`config.mk`:
```
export PLATFORM = sky130hd
export DESIGN_NAME = alu_share_arbiter
export DESIGN_NICKNAME = d
export VERILOG_FILES = /design/src/rtl/alu_share_arbiter.sv
export SDC_FILE = /design/constraint.sdc
export NUM_CORES = 1
export LEC_CHECK = 0
export ABC_AREA = 0
export CAP_MARGIN = 40
export CELL_PAD_IN_SITES_DETAIL_PLACEMENT = 2
export CELL_PAD_IN_SITES_GLOBAL_PLACEMENT = 2
export CORE_ASPECT_RATIO = 0.5
export CORE_MARGIN = 10
export CORE_UTILIZATION = 30
export CTS_CLUSTER_DIAMETER = 200
export CTS_CLUSTER_SIZE = 24
export DETAILED_ROUTE_END_ITERATION = 8
export GPL_TIMING_DRIVEN = 0
export PLACE_DENSITY_LB_ADDON = 0.1
export SLEW_MARGIN = 15
export SYNTH_ARGS = -nofsm -noshare
export SYNTH_HDL_FRONTEND = slang
export SYNTH_SLANG_ARGS = --single-unit
```
`constraint.sdc`:
```
create_clock -name CLK -period 3.86 [get_ports CLK]
set_clock_uncertainty 0.05 [all_clocks]
set_input_delay 0.386 -clock CLK [delete_from_list [all_inputs] [get_ports CLK]]
set_output_delay 0.386 -clock CLK [all_outputs]
set_load 0.02 [all_outputs]
```
`src/rtl/alu_share_arbiter.sv`:
```
// Round-robin arbiter sharing one OTTER ALU between two requesters.
// One operation in flight: accept in IDLE, evaluate in EXEC, hand back in RESP.
module alu_share_arbiter #(
    parameter int unsigned CNT_W = 16
) (
    input  logic             CLK,
    input  logic             RST_N,
    input  logic             P0_VALID,
    input  logic             P1_VALID,
    output logic             P0_READY,
    output logic             P1_READY,
    input  logic [31:0]      P0_SRCA,
    input  logic [31:0]      P0_SRCB,
    input  logic [31:0]      P1_SRCA,
    input  logic [31:0]      P1_SRCB,
    input  logic [3:0]       P0_FUN,
    input  logic [3:0]       P1_FUN,
    output logic [1:0]       RSP_VALID,
    input  logic [1:0]       RSP_READY,
    output logic [31:0]      RSP_RESULT,
    output logic             BUSY,
    output logic [CNT_W-1:0] OP_COUNT
);

    typedef enum logic [1:0] {
        IDLE = 2'd0,
        EXEC = 2'd1,
        RESP = 2'd2
    } state_t;

    state_t      state;
    state_t      state_nxt;
    logic        owner;
    logic        prio;
    logic        grant;
    logic        accept;
    logic        rsp_done;
    logic [31:0] op_a;
    logic [31:0] op_b;
    logic [3:0]  op_fun;
    logic [31:0] alu_out;

    // Grant follows prio only when both ports compete.
    always_comb begin
        grant = 1'b0;
        if (P0_VALID && P1_VALID) begin
            grant = prio;
        end else if (P1_VALID) begin
            grant = 1'b1;
        end
    end

    assign accept   = (state == IDLE) && (P0_VALID || P1_VALID);
    assign rsp_done = (state == RESP) && RSP_READY[owner];

    always_comb begin
        alu_out = '1;
        case (op_fun)
            4'b0000: alu_out = op_a + op_b;
            4'b1000: alu_out = op_a - op_b;
            4'b0110: alu_out = op_a | op_b;
            4'b0111: alu_out = op_a & op_b;
            4'b0100: alu_out = op_a ^ op_b;
            4'b0101: alu_out = op_a >> op_b[4:0];
            4'b0001: alu_out = op_a << op_b[4:0];
            4'b1101: alu_out = $signed(op_a) >>> op_b[4:0];
            4'b0010: alu_out = {31'd0, $signed(op_a) < $signed(op_b)};
            4'b0011: alu_out = {31'd0, op_a < op_b};
            4'b1001: alu_out = op_a;
            default: alu_out = '1;
        endcase
    end

    always_ff @(posedge CLK or negedge RST_N) begin
        if (!RST_N) begin
            state <= IDLE;
        end else begin
            state <= state_nxt;
        end
    end

    always_comb begin
        state_nxt = state;
        case (state)
            IDLE:    if (accept) state_nxt = EXEC;
            EXEC:    state_nxt = RESP;
            RESP:    if (rsp_done) state_nxt = IDLE;
            default: state_nxt = IDLE;
        endcase
    end

    always_comb begin
        P0_READY  = (state == IDLE) && !grant && P0_VALID;
        P1_READY  = (state == IDLE) && grant && P1_VALID;
        BUSY      = (state != IDLE);
        RSP_VALID = '0;
        if (state == RESP) begin
            RSP_VALID[owner] = 1'b1;
        end
    end

    always_ff @(posedge CLK or negedge RST_N) begin
        if (!RST_N) begin
            owner      <= 1'b0;
            prio       <= 1'b0;
            op_a       <= '0;
            op_b       <= '0;
            op_fun     <= '0;
            RSP_RESULT <= '0;
            OP_COUNT   <= '0;
        end else begin
            if (accept) begin
                owner  <= grant;
                op_a   <= grant ? P1_SRCA : P0_SRCA;
                op_b   <= grant ? P1_SRCB : P0_SRCB;
                op_fun <= grant ? P1_FUN  : P0_FUN;
            end
            if (state == EXEC) begin
                RSP_RESULT <= alu_out;
            end
            if (rsp_done) begin
                prio <= ~owner;
                if (OP_COUNT != '1) begin
                    OP_COUNT <= OP_COUNT + CNT_W'(1);
                end
            end
        end
    end

endmodule

```
==> impl_metrics.yaml <==
sta:
  finalWorstPathRequiredPeriod_ns: 3.90
  max_slew_margin: 0.356
  rsz0062_at_grt: "yes"
  post-route-period-util: 1.01
  hold_viol_final: 0
  totalNegativeSetupSlack_ns: -0.0363
  fmaxAchievable_mhz: 257
  worst-slew-pin-transition_ns: 0.965
  post-route-worst-setup-slack_ns: -0.0363
  hold_ws_ns: 0.356
  setup_viol: 1
  timing.final.max_slew_violations: 0
critical_path:
  reg2reg_slack_ns: -0.04
  worst_ep_required_time_ns: 4.15
  critPathCaptureType: "register"
  cp_max_fo: 10
  timing.critical_path.arrival_ns: 4.18
  ws_path_type: "register to register"
  cp-start-kind: "register"
outcome:
  failing_checks: "setup timing"
  run_status: "finished with violations"
global_route:
  globalRouteTotalUtil: 0.305
  grt_pass1_wl_microns: 128000
  antenna_found_initial: 3
  globalRoute.totalOverflow: 0
  pin_count_of_the_biggest_net_entering_global_routing: 68
  first_global_vias: 17200
drt:
  dr.pass1.iters: 7
  via_count: 16800
  wire_length_reported_by_the_detailed_router_microns: 89800
  drt.antenna.violating_nets: 0
  drt_iter0_drc: 1890
  drc: 0
  via_per_inst: 6.17
  wl_per_cell_microns: 33.0
synth:
  yosys.area_share.simple: 0.177
  synth_fp_nets: 2053
  synthMuxAreaShare: 0.161
  yosys_warnings: 0
  cells_after_synthesis: 1807
  yosys_register_bits: 120
  synth_xor_area_frac: 0.0185
  part_of_the_yosys_area_used_for_sequential_elements: 0.212
  synth_top_family_by_area: "compound AO/OA/AOI/OAI gates"
  synth_top_flop_cell: "sky130_fd_sc_hd__dfrtp_1"
  postSynthAreaPerCell_sq_um: 7.85
  synth.distinct_cells: 94
  syn_area_sq_um: 14200
  synth-compound-area-share: 0.260
  synth_fa_ha_area_frac: 0.0928
  synth-edff-count: 0
  async_reset_ff_frac: 1.00
pwr:
  p_seq_frac: 0.115
  p_switching_w: 0.0134
  internal-power_w: 0.00895
  power.share.switching: 0.600
  power_density_nw_per_um2: 1210
  power_leakage_nw: 7.68
  power.share.combinational: 0.799
  worst_supply_voltage_drop_on_vdd_uv: 287
  finalPower_w: 0.0224
  clkPwrFrac: 0.086
clocking:
  cts.sinks: 120
  numCtsBuffers: 17
  ctsHtreeMaxLevel: 4
  clock-root-buffer: "sky130_fd_sc_hd__clkbuf_16"
  clk_pin_slew_ns: 0.09
  clock_tree_from_tritoncts: "yes"
  ctsLongestPathBuffers: 2
  clk-insertion-delay-late_ns: 0.49
die:
  std_cell_rows: 56
  top_level_ports: 195
  die_area_sq_um: 56900
  fp.dieH_microns: 174
  die_width_microns: 327
  floorplan.initialDensity: 0.303
  coreArea_sq_um: 46800
job:
  drv.max_cap_violation_count: 0
placement:
  numPortBuffers: 194
  dp_slack_ns: -1.72
  number_of_placed_instances_taps_included: 2665
  hpwlAfterDp_microns: 71500
  globalplace.congestion: 1.06
layout:
  layout.nets: 2312
  fraction_of_layout_cells_with_a_size_suffix_above_1: 0.139
  layout_commonest_cell: "sky130_fd_sc_hd__nor2_1"
  most_used_cells_in_the_layout_excluding_fill_and_tap_cells: "271 x sky130_fd_sc_hd__nor2_1, 193 x sky130_fd_sc_hd__clkdlybuf4s50_1, 189 x sky130_fd_sc_hd__a21oi_1"
  area_growth_syn_to_layout_pct: 30.6
  final_cell_count_no_fill: 2722
hold_path:
  min-delay-path-class: "input port to asynchronous set/reset pin"
## cells in the mapped netlist, types with 11 or more instances
master	number	share of area
sky130_fd_sc_hd__nand2_1	115	0.030
sky130_fd_sc_hd__o21ai_0	95	0.034
sky130_fd_sc_hd__a21oi_1	199	0.070
sky130_fd_sc_hd__nor2b_1	17	0.0075
sky130_fd_sc_hd__xnor2_1	26	0.016
sky130_fd_sc_hd__ha_1	102	0.090
sky130_fd_sc_hd__a211oi_1	20	0.011
sky130_fd_sc_hd__buf_1	20	0.0053
sky130_fd_sc_hd__nand3_1	32	0.011
sky130_fd_sc_hd__nor2_1	275	0.073
sky130_fd_sc_hd__inv_1	100	0.026
sky130_fd_sc_hd__buf_2	17	0.0060
sky130_fd_sc_hd__or3_1	13	0.0057
sky130_fd_sc_hd__clkbuf_1	103	0.027
sky130_fd_sc_hd__o211ai_1	24	0.013
sky130_fd_sc_hd__dfrtp_1	120	0.21
sky130_fd_sc_hd__nor4_1	11	0.0049
sky130_fd_sc_hd__mux4_2	50	0.079
sky130_fd_sc_hd__nor3_1	39	0.014
sky130_fd_sc_hd__a221oi_1	26	0.016
sky130_fd_sc_hd__a31oi_1	22	0.0097
sky130_fd_sc_hd__a21o_1	17	0.0090
sky130_fd_sc_hd__mux2i_1	110	0.078
sky130_fd_sc_hd__and3_1	11	0.0049
sky130_fd_sc_hd__o31ai_1	14	0.0074
sky130_fd_sc_hd__o22ai_1	15	0.0066
## layer usage
layer  GRT usage  wire [microns]  vias up
li1            -               -     7107
met2       0.442           37400      831
met4      0.0812            2060        0
met1       0.427           40600     8732
met3      0.0969            9760      117
met5           0               0        -
## state kept, by name (all words and copies together) (netlist names)
name	count
RSP_RESULT	32
op_fun	4
OP_COUNT	16
state	2
op_a	32
op_b	32
prio	1
owner	1
## cell type report
cell class | instances | area [sq um]
timing repair buffer | 243 | 2440
inverter | 103 | 400
sequential | 120 | 3010
antenna | 5 | 12.5
clock inverter | 14 | 201
buffer | 155 | 827
fill | 5397 | 28300
clock buffer | 18 | 439
multi-input combinational | 1426 | 10400
tap | 638 | 798
## critical path, cell delays in order, from the launching register on
cell	delay, ns
sky130_fd_sc_hd__dfrtp_1	0.40
sky130_fd_sc_hd__buf_6	0.26
sky130_fd_sc_hd__buf_6	0.26
sky130_fd_sc_hd__buf_6	0.23
sky130_fd_sc_hd__buf_4	0.29
sky130_fd_sc_hd__inv_1	0.10
sky130_fd_sc_hd__ha_1	0.35
sky130_fd_sc_hd__mux2i_4	0.41
sky130_fd_sc_hd__a21oi_2	0.27
sky130_fd_sc_hd__a21oi_1	0.25
sky130_fd_sc_hd__nor2_1	0.14
sky130_fd_sc_hd__a221o_1	0.34
sky130_fd_sc_hd__a21oi_1	0.20
sky130_fd_sc_hd__a31oi_1	0.14
## power by group through the flow
stage / registers, W / clock network, W / logic [W]
floorplan: 0.00249 / 0 / 0.00968
global placement: 0.00255 / 0 / 0.0157
detailed placement: 0.00258 / 0 / 0.0162
CTS: 0.00255 / 0.00194 / 0.0169
global route: 0.00265 / 0.00197 / 0.0188
finish: 0.00257 / 0.00192 / 0.0179
## timing repair
item / 4_1_cts / 5_1_grt
cloned: 0 / 0
endpoints found under the hold margin: 53 / 0
setup buffers: 12 / 3
endpoints found under the setup margin: 28 / 24
pin swaps: 10 / 6
hold buffers: 1 / 0
gates resized for setup: 78 / 66
## path summary, 6_finish.rpt
kind                       startpoint             end  depth (start not counted)
setup / recovery              op_b[0]  RSP_RESULT[30]                         13
hold / removal                  RST_N     OP_COUNT[6]                          2
setup reg to reg              op_b[0]  RSP_RESULT[30]                         13
hold reg to reg                  prio            prio                          1
max in group asynchronous       RST_N         op_b[3]                          3
min in group CLK                 prio            prio                          1
## logic make-up (layout without fill, tap and decap cells)
family                   after synthesis  after routing
AO/OA/AOI/OAI                        562            562
multiplexers                         165            165
AND/OR/NAND/NOR                      565            565
XOR/XNOR                              30             30
flip-flops                           120            120
other                                  0              5
buffers and inverters                261            533
adder cells (fa/ha/maj)              104            104
## stage by stage
| stage | instance area (sq um) | util |
|---|---|---|
| after CTS | 18300 | 0.390 |
| after floorplan | 14200 | - |
| after global routing | 18500 | 0.395 |
| final | 18500 | 0.396 |
| after global placement | 16900 | 0.362 |
| after detailed placement | 17200 | 0.368 |
Power figures use the tool's default switching activity.
